[src/rtl/mc_ctrl_pkg.sv]
// Shared definitions for the multicycle RV32I main controller.
// State enum, opcodes, datapath select encodings, branch funct3 codes.
// ILLEGAL_TRAP_EN adds the terminal TRAP state.
package mc_ctrl_pkg;

    typedef enum logic [3:0] {
        S_FETCH    = 4'd0,
        S_DECODE   = 4'd1,
        S_MEMADR   = 4'd2,
        S_MEMREAD  = 4'd3,
        S_MEMWB    = 4'd4,
        S_MEMWRITE = 4'd5,
        S_EXECR    = 4'd6,
        S_EXECI    = 4'd7,
        S_LUI      = 4'd8,
        S_ALUWB    = 4'd9,
        S_BRANCH   = 4'd10,
        S_JAL      = 4'd11
`ifdef ILLEGAL_TRAP_EN
        ,
        S_TRAP     = 4'd12
`endif
    } state_t;

    localparam logic [6:0] OP_LOAD   = 7'b0000011;
    localparam logic [6:0] OP_STORE  = 7'b0100011;
    localparam logic [6:0] OP_RTYPE  = 7'b0110011;
    localparam logic [6:0] OP_ITYPE  = 7'b0010011;
    localparam logic [6:0] OP_BRANCH = 7'b1100011;
    localparam logic [6:0] OP_JAL    = 7'b1101111;
    localparam logic [6:0] OP_LUI    = 7'b0110111;

    localparam logic [1:0] ASA_PC    = 2'b00;
    localparam logic [1:0] ASA_OLDPC = 2'b01;
    localparam logic [1:0] ASA_RS1   = 2'b10;
    localparam logic [1:0] ASA_ZERO  = 2'b11;

    localparam logic [1:0] ASB_RS2   = 2'b00;
    localparam logic [1:0] ASB_IMM   = 2'b01;
    localparam logic [1:0] ASB_FOUR  = 2'b10;

    localparam logic [1:0] ALU_ADD   = 2'b00;
    localparam logic [1:0] ALU_SUB   = 2'b01;
    localparam logic [1:0] ALU_FUNCT = 2'b10;

    localparam logic [1:0] RES_ALUOUT = 2'b00;
    localparam logic [1:0] RES_MEM    = 2'b01;
    localparam logic [1:0] RES_ALU    = 2'b10;

    localparam logic [2:0] F3_BEQ  = 3'b000;
    localparam logic [2:0] F3_BNE  = 3'b001;
    localparam logic [2:0] F3_BLT  = 3'b100;
    localparam logic [2:0] F3_BGE  = 3'b101;
    localparam logic [2:0] F3_BLTU = 3'b110;
    localparam logic [2:0] F3_BGEU = 3'b111;

endpackage

[src/rtl/mc_control_fsm_branch.sv]
// Branch condition evaluation: funct3 + ALU flags -> taken.
// Ports: i_funct3, i_zero, i_lt, i_ltu in; o_taken out.
module mc_branch_cond
    import mc_ctrl_pkg::*;
(
    input  logic [2:0] i_funct3,
    input  logic       i_zero,
    input  logic       i_lt,
    input  logic       i_ltu,
    output logic       o_taken
);

    always_comb begin
        o_taken = 1'b0;
        unique case (i_funct3)
            F3_BEQ:  o_taken = i_zero;
            F3_BNE:  o_taken = ~i_zero;
            F3_BLT:  o_taken = i_lt;
            F3_BGE:  o_taken = ~i_lt;
            F3_BLTU: o_taken = i_ltu;
            F3_BGEU: o_taken = ~i_ltu;
            default: o_taken = 1'b0;
        endcase
    end

endmodule

[src/rtl/mc_control_fsm.sv]
// Multicycle RV32I main controller: FETCH/DECODE/EXECUTE/MEM/WB sequencing.
// In: clk, reset, opcode, funct3, zero, lt, ltu, mem_ready.
// Out: pc/ir/reg write enables, mem strobes, mux selects, illegal, state_o.
// ILLEGAL_TRAP_EN: illegal opcodes enter a terminal TRAP state.
module mc_control_fsm
    import mc_ctrl_pkg::*;
#(
    parameter int HANDSHAKE = 1
)
(
    input  logic       clk,
    input  logic       reset,
    input  logic [6:0] opcode,
    input  logic [2:0] funct3,
    input  logic       zero,
    input  logic       lt,
    input  logic       ltu,
    input  logic       mem_ready,
    output logic       pc_write,
    output logic       ir_write,
    output logic       reg_write,
    output logic       mem_req,
    output logic       mem_write,
    output logic       adr_src,
    output logic [1:0] alu_src_a,
    output logic [1:0] alu_src_b,
    output logic [1:0] alu_op,
    output logic [1:0] result_src,
    output logic       illegal,
    output logic [3:0] state_o
);

    state_t r_state;
    state_t w_next;
    logic   w_rdy;
    logic   w_taken;
    logic   w_pc_write;
    logic   w_ir_write;
    logic   w_reg_write;
    logic   w_mem_req;
    logic   w_mem_write;

    assign w_rdy = (HANDSHAKE != 0) ? mem_ready : 1'b1;

    mc_branch_cond u_branch_cond (
        .i_funct3 (funct3),
        .i_zero   (zero),
        .i_lt     (lt),
        .i_ltu    (ltu),
        .o_taken  (w_taken)
    );

    always_ff @(posedge clk or posedge reset) begin
        if (reset)
            r_state <= S_FETCH;
        else
            r_state <= w_next;
    end

    always_comb begin
        w_next      = r_state;
        w_pc_write  = 1'b0;
        w_ir_write  = 1'b0;
        w_reg_write = 1'b0;
        w_mem_req   = 1'b0;
        w_mem_write = 1'b0;
        adr_src     = 1'b0;
        alu_src_a   = ASA_PC;
        alu_src_b   = ASB_RS2;
        alu_op      = ALU_ADD;
        result_src  = RES_ALUOUT;
        unique case (r_state)
            S_FETCH: begin
                w_mem_req  = 1'b1;
                alu_src_b  = ASB_FOUR;
                result_src = RES_ALU;
                w_ir_write = w_rdy;
                w_pc_write = w_rdy;
                if (w_rdy)
                    w_next = S_DECODE;
            end
            S_DECODE: begin
                // Branch/jump target is formed here and held in ALUOut.
                alu_src_a = ASA_OLDPC;
                alu_src_b = ASB_IMM;
                case (opcode)
                    OP_LOAD,
                    OP_STORE:  w_next = S_MEMADR;
                    OP_RTYPE:  w_next = S_EXECR;
                    OP_ITYPE:  w_next = S_EXECI;
                    OP_BRANCH: w_next = S_BRANCH;
                    OP_JAL:    w_next = S_JAL;
                    OP_LUI:    w_next = S_LUI;
`ifdef ILLEGAL_TRAP_EN
                    default:   w_next = S_TRAP;
`else
                    // PC+4 already written in FETCH, so this is a NOP.
                    default:   w_next = S_FETCH;
`endif
                endcase
            end
            S_MEMADR: begin
                alu_src_a = ASA_RS1;
                alu_src_b = ASB_IMM;
                w_next    = (opcode == OP_STORE) ? S_MEMWRITE : S_MEMREAD;
            end
            S_MEMREAD: begin
                w_mem_req = 1'b1;
                adr_src   = 1'b1;
                if (w_rdy)
                    w_next = S_MEMWB;
            end
            S_MEMWB: begin
                result_src  = RES_MEM;
                w_reg_write = 1'b1;
                w_next      = S_FETCH;
            end
            S_MEMWRITE: begin
                w_mem_req   = 1'b1;
                w_mem_write = 1'b1;
                adr_src     = 1'b1;
                if (w_rdy)
                    w_next = S_FETCH;
            end
            S_EXECR: begin
                alu_src_a = ASA_RS1;
                alu_op    = ALU_FUNCT;
                w_next    = S_ALUWB;
            end
            S_EXECI: begin
                alu_src_a = ASA_RS1;
                alu_src_b = ASB_IMM;
                alu_op    = ALU_FUNCT;
                w_next    = S_ALUWB;
            end
            S_LUI: begin
                alu_src_a = ASA_ZERO;
                alu_src_b = ASB_IMM;
                w_next    = S_ALUWB;
            end
            S_ALUWB: begin
                w_reg_write = 1'b1;
                w_next      = S_FETCH;
            end
            S_BRANCH: begin
                alu_src_a  = ASA_RS1;
                alu_op     = ALU_SUB;
                w_pc_write = w_taken;
                w_next     = S_FETCH;
            end
            S_JAL: begin
                alu_src_a  = ASA_OLDPC;
                alu_src_b  = ASB_FOUR;
                w_pc_write = 1'b1;
                w_next     = S_ALUWB;
            end
`ifdef ILLEGAL_TRAP_EN
            S_TRAP: begin
                w_next = S_TRAP;
            end
`endif
            default: begin
                w_next = S_FETCH;
            end
        endcase
    end

    // Enables are killed while reset is high so no update leaks through.
    assign pc_write  = w_pc_write  & ~reset;
    assign ir_write  = w_ir_write  & ~reset;
    assign reg_write = w_reg_write & ~reset;
    assign mem_req   = w_mem_req   & ~reset;
    assign mem_write = w_mem_write & ~reset;
    assign state_o   = r_state;

`ifdef ILLEGAL_TRAP_EN
    assign illegal = (r_state == S_TRAP);
`else
    assign illegal = 1'b0;
`endif

endmodule

[config.mk]
export PLATFORM = sky130hd
export DESIGN_NAME = mc_control_fsm
export DESIGN_NICKNAME = d
export VERILOG_FILES = /design/src/rtl/mc_ctrl_pkg.sv /design/src/rtl/mc_control_fsm_branch.sv /design/src/rtl/mc_control_fsm.sv
export SDC_FILE = /design/constraint.sdc
export NUM_CORES = 1
export LEC_CHECK = 0
export ABC_CLOCK_PERIOD_IN_PS = 2130
export CAP_MARGIN = 20
export CORE_MARGIN = 1
export CORE_UTILIZATION = 39
export CTS_CLUSTER_DIAMETER = 200
export DETAILED_ROUTE_END_ITERATION = 10
export GPL_TIMING_DRIVEN = 0
export PLACE_DENSITY_LB_ADDON = 0.1
export SYNTH_ARGS = -nofsm -noshare
export SYNTH_HDL_FRONTEND = slang
export SYNTH_HIERARCHICAL = 1
export SYNTH_SLANG_ARGS = --single-unit
[constraint.sdc]
create_clock -name clk -period 2.13 [get_ports clk]
set_clock_uncertainty 0.2 [all_clocks]
set_input_delay 0.426 -clock clk [delete_from_list [all_inputs] [get_ports clk]]
set_output_delay 0.426 -clock clk [all_outputs]
set_load 0.005 [all_outputs]
### Word level (Yosys, flattened, before mapping)

Index checks and enable logic that the tools add are counted.

* register bits after elaboration: 4
* word-level logic and storage cells: 66

* equal/unequal tests: 26
* muxes and demuxes: 17
* bitwise gates (word level): 9
* reduce and logical (&&, ||, !) cells: 13

Operators by type and width (number)
* $pmux 4 s6: 2
* $eq 7x6->1 const B: 3
* $eq 4x3->1 const B: 4
* $eq 4x4->1 const B: 4
* $eq 7x7->1 const B: 2
* $eq 3x3->1 const B: 4
* $mux 4: 3
* $pmux 2 s2: 3
* $reduce_or 2->1: 6
* $reduce_or 4->1: 3
* $eq 4x2->1 const B: 2
* $eq 7x2->1 const B: 1
* $eq 7x5->1 const B: 1
* $ne 2x2->1 const B: 3
* $pmux 1 s6: 1
* $pmux 2 s3: 1
* $and 1x1->1: 5
* $mux 1: 5
* $eq 4x1->1 const B: 1
* $logic_not 4->1: 1
* $not 1->1: 4
* $eq 3x1->1 const B: 1
* $logic_not 3->1: 1
* $mux 3: 1
* other kinds (3): 3

### Logic depth before layout (Yosys ltp)

* word-level depth: 4
* mapped depth: 5

### Hierarchy

Netlist, hierarchy kept.

By module, submodules not included
* mc_control_fsm: times used 1, cells each 94, area each 631.9 sq um, seq. area each 100.1 sq um
* mc_branch_cond: times used 1, cells each 5, area each 40.0 sq um, seq. area each 0.0 sq um

### Worst setup path before layout

Ideal clock, no wire load.

* path kind: reg-to-output
* start point: reg r_state[1] (netlist: state_o[1])
* end point: out pc_write
* arrival: 1203 ps
* setup slack: 301 ps
* cell stages (with the launch flop): 6
* buffers on the path: 2
* cell sequence: dfrtp_1 -> buf_2 -> buf_2 -> nor2_1 -> nand3b_1 -> a211oi_1

* cells in the longest elaborated chain, start to end: 3
* elaborated cells between the ends (all ways): 5
* classes of those cells: 2 x eq/ne; 1 x mux; 1 x bitwise; 1 x reduce/logical

Ends and longest elaborated chain
* start: declaration: RTL line mc_control_fsm.sv:33 `state_t r_state;`
* start signal: assignment: RTL line mc_control_fsm.sv:57 `r_state <= w_next;`
* $eq 4x4->1 or $logic_not 4->1 (tied branches): RTL line mc_control_fsm.sv:72 `unique case (r_state)`
* $pmux 1 s3 (*): RTL line mc_control_fsm.sv:72
* $and 1x1->1 (*): RTL line mc_control_fsm.sv:169 `assign pc_write = w_pc_write & ~reset;`
* end: declaration: RTL line mc_control_fsm.sv:19 `output logic pc_write,`

Every way passes the cells marked *; elsewhere a longest branch is shown, timed or not.

### Final worst setup path

* start point: reg r_state[3] (netlist: state_o[3])
* end point: out pc_write

The elaborated chain is that of the path after synthesis.

==> reports/summary.json <==
{
  "run_status": {"value": "finished, violations left"},
  "violations_in_the_final_reports": {"value": "design-rule violations, negative setup slack"},
  "min_period": {"value": 2.23, "unit": "ns"},
  "clkTransAtPathRegs": {"value": 0.04, "unit": "ns"},
  "die_x": {"value": 43.5, "unit": "µm"},
  "final.fill_count": {"value": 49},
  "report.final.setup_viol": {"value": 8},
  "drive_gt1_share": {"value": 47.8, "unit": "%"},
  "max_clock_freq": {"value": 449, "unit": "MHz"},
  "yosysWarnings": {"value": 6},
  "critPathSlowestCell": {"value": "dfrtp_1"},
  "power-per-cell-area": {"value": 1240, "unit": "mW/mm²"},
  "yosys.cell_types.count": {"value": 36},
  "global_route_wire_length_before_repair": {"value": 4970, "unit": "µm"},
  "number_of_i_o_pins": {"value": 35},
  "ctsRootBufferMaster": {"value": "clkbuf_4"},
  "finalWirelength": {"value": 4090, "unit": "µm"},
  "rr_startpoint": {"value": "state_o[2]$_DFFE_PP0P_"},
  "power": {"value": 1.80, "unit": "mW"},
  "pwr-share-clk": {"value": 6.1, "unit": "%"},
  "synth.ff_latch_count": {"value": 4},
  "drc": {"value": 4},
  "dp_hpwl": {"value": 1590, "unit": "µm"},
  "cpMostUsedCell": {"value": "buf_6"},
  "finalWeightedCongestion": {"value": 0.887},
  "fin_nets": {"value": 179},
  "dp_cells": {"value": 148},
  "kind_of_start_point_of_the_critical_path": {"value": "register"},
  "post_drt_wl_per_cell": {"value": 23.1, "unit": "µm"},
  "final_period_utilization": {"value": 104, "unit": "%"},
  "seqPwrFrac": {"value": 8.4, "unit": "%"},
  "crit_required": {"value": 1.50, "unit": "ns"},
  "grt_max_degree": {"value": 11},
  "grt_setup_unrepaired": {"value": "yes"},
  "num_antenna_cells": {"value": 0},
  "drt_first_pass_iters": {"value": 8},
  "r2r.worst_path.cells": {"value": 5},
  "worst_r2r_endpoint": {"value": "state_o[3]$_DFFE_PP0P_"},
  "grt_remaining_overflow": {"value": 0},
  "max_slew.worst_pin.slew": {"value": 0.553, "unit": "ns"},
  "floorplan.die_area": {"value": 0.00189, "unit": "mm²"},
  "cts.path.max_buffers": {"value": 2},
  "cts_tree": {"value": "built"},
  "synth.avg_cell_area": {"value": 6.79, "unit": "µm²"},
  "clock_tree.htree_level_count": {"value": 1},
  "drt-initial-drc-count": {"value": 86},
  "worst-r2r-setup-slack": {"value": 0.16, "unit": "ns"},
  "core_region_area": {"value": 0.00156, "unit": "mm²"},
  "final-max-slew-violation-count": {"value": 0},
  "post_synth_inst_count": {"value": 99},
  "largest_register_ffs": {"value": 4},
  "syn_area": {"value": 672, "unit": "µm²"},
  "fin_ws": {"value": -0.0958, "unit": "ns"},
  "dr_total_vias": {"value": 1178},
  "dr_vias_cell": {"value": 6.66},
  "critical_path_class": {"value": "reg2out"},
  "synth_nets": {"value": 115},
  "worst_slew_margin_rel": {"value": 62.8, "unit": "%"},
  "cts_inserted_buffers": {"value": 3},
  "p_comb_share": {"value": 85.5, "unit": "%"},
  "finalHoldViolations": {"value": 0},
  "setup_total_negative_slack": {"value": -0.426, "unit": "ns"},
  "antenna_found_initial": {"value": 0},
  "crit_path_end_kind": {"value": "primary output"},
  "power.share.switching": {"value": 46.6, "unit": "%"},
  "arrival": {"value": 1.60, "unit": "ns"},
  "global_route.usage.total": {"value": 36.1, "unit": "%"},
  "irDropWorstVdd": {"value": 0.00121, "unit": "V"},
  "die_h": {"value": 43.5, "unit": "µm"},
  "floorplan.initialDensity": {"value": 43.1, "unit": "%"},
  "synthToLayoutAreaGrowth": {"value": 116, "unit": "%"},
  "clk-insertion-delay-late": {"value": 0.26, "unit": "ns"},
  "clkSinkCount": {"value": 4},
  "synth-seq-area-share": {"value": 14.9, "unit": "%"},
  "port_buffers": {"value": 33},
  "min_path_type": {"value": "in2async"},
  "placement.setup.worst_slack": {"value": -0.760, "unit": "ns"},
  "grt_pass1_vias": {"value": 1020},
  "power_switching": {"value": 0.837, "unit": "mW"},
  "critical_path.max_fanout": {"value": 8},
  "number_of_max_cap_violations": {"value": 0},
  "p_int": {"value": 0.959, "unit": "mW"},
  "p_leak": {"value": 0.690, "unit": "nW"},
  "worst_path_largest_cell_delay": {"value": 0.39, "unit": "ns"},
  "ant_nets": {"value": 0},
  "path_cells": {"value": "buf_6 -> buf_6 -> buf_8 -> nand3b_1 -> a211oi_2 -> buf_2"},
  "final_cell_count_no_fill": {"value": 177},
  "standard_cell_row_count": {"value": 14}
}
==> logic make-up (layout without fill, tap and decap cells) <==
kind of cell / after synthesis / in the layout / synth area share, %
AOI/OAI and AO/OA: 28 / 28 / 28.9
other: 1 / 1 / 0.558
buffers and inverters: 13 / 75 / 8.57
DFF: 4 / 4 / 14.9
and+or+nand+nor: 47 / 47 / 38.9
xor gates and xnor gates: 4 / 4 / 5.21
muxes: 2 / 2 / 2.98
==> synth_stat cells, drive strengths merged <==
master	instances	area share [%]
nor3b	2	2.2
a21oi	7	5.2
a211oi	3	3.4
and3	2	1.9
a21o	1	1.1
nor4b	2	2.6
clkbuf	2	1.1
inv	5	2.8
nand3	1	0.74
nor4	2	1.9
xnor2	4	5.2
nand3b	3	3.4
o2111ai	1	1.3
and2	1	0.93
a31oi	1	0.93
nor2	11	6.1
o211a	1	1.5
nor3	9	6.7
o21ai	7	5.2
conb	1	0.56
o311ai	2	2.6
buf	6	4.7
nand2	4	2.2
dfrtp	4	15
or4	2	2.8
o2111a	1	1.7
mux2i	2	3.0
a21boi	1	1.1
o221ai	1	1.3
o32ai	1	2.4
nor2b	4	3.7
o21bai	1	1.1
nand2b	4	3.7
==> worst max-delay path by stage <==
stage / from / endpoint / slack [ns] / cells after the start
floorplan: state_o[1]$_DFFE_PP0P_ / pc_write / 0.30 / 5
global placement: funct3[1] / pc_write / -0.74 / 7
detailed placement: funct3[1] / pc_write / -0.76 / 7
CTS: state_o[3]$_DFFE_PP0P_ / alu_op[0] / -0.17 / 4
global route: state_o[3]$_DFFE_PP0P_ / pc_write / -0.14 / 6
finish: state_o[3]$_DFFE_PP0P_ / pc_write / -0.1 / 6
==> what timing repair did <==
action	in CTS	in global routing
hold buffers	0	0
setup buffers	12	14
resized for setup	68	48
pin swaps	8	9
endpoints found under the setup margin	14	11
endpoints found under the hold margin	0	0
==> stage by stage <==
step	hold WS [ns]	utilization [%]	instance area (µm²)
finish	0.0788	93.1	1450
global route	0.0978	93.1	1450
global placement	0.447	65.6	1020
CTS	0.0399	79.9	1250
floorplan	0.00253	-	672
detailed placement	0.458	65.6	1020
==> layer usage <==
| metal | track usage (%) | vias to the layer above | routed length [µm] | share of wire (%) |
|---|---|---|---|---|
| met5 | 0 | - | 0 | 0 |
| met4 | 19.4 | 0 | 258 | 6.3 |
| met3 | 9.17 | 35 | 400 | 9.8 |
| met1 | 44.0 | 553 | 1490 | 36 |
| li1 | - | 491 | - | - |
| met2 | 58.5 | 99 | 1950 | 48 |
==> power groups by stage <==
| stage | logic, mW | clock network (mW) | registers, mW |
|---|---|---|---|
| 2_1_floorplan | 0.464 | 0 | 0.141 |
| 3_3_place_gp | 0.845 | 0 | 0.150 |
| 3_5_place_dp | 0.855 | 0 | 0.151 |
| 4_1_cts | 1.12 | 0.104 | 0.154 |
| 5_1_grt | 1.59 | 0.117 | 0.151 |
| 6_report | 1.54 | 0.109 | 0.151 |
==> layout make-up <==
cell class	instances	area [µm²]	area share, %
plain buffers	8	93.8	6.47
inverters	5	18.8	1.29
well taps	16	20.0	1.38
clock buffers	3	22.5	1.55
multi-input cells	82	672	46.3
flip-flops and latches	4	104	7.16
repair buffers	59	520	35.9
==> critical path, delay by kind of cell (launching register included) <==
family          cells  cell delay (ns)
buf+inv             4             0.55
flops               1             0.39
compound gates      1             0.21
simple gates        1             0.19
==> cell usage in the layout, fill, tap and decap left out, types with 4 or more instances in the layout <==
cell	netlist	final
a21oi_1	7	4
clkdlybuf4s50_1	0	11
buf_4	1	22
nand2_1	4	4
nor2_1	11	8
buf_6	0	7
dlygate4sd2_1	0	4
buf_2	4	6
clkbuf_4	0	4
nor3_1	9	6
dlymetal6s2s_1	0	7
o21ai_0	7	5
buf_8	0	5
No activity file was read; power rests on OpenSTA's default activity.
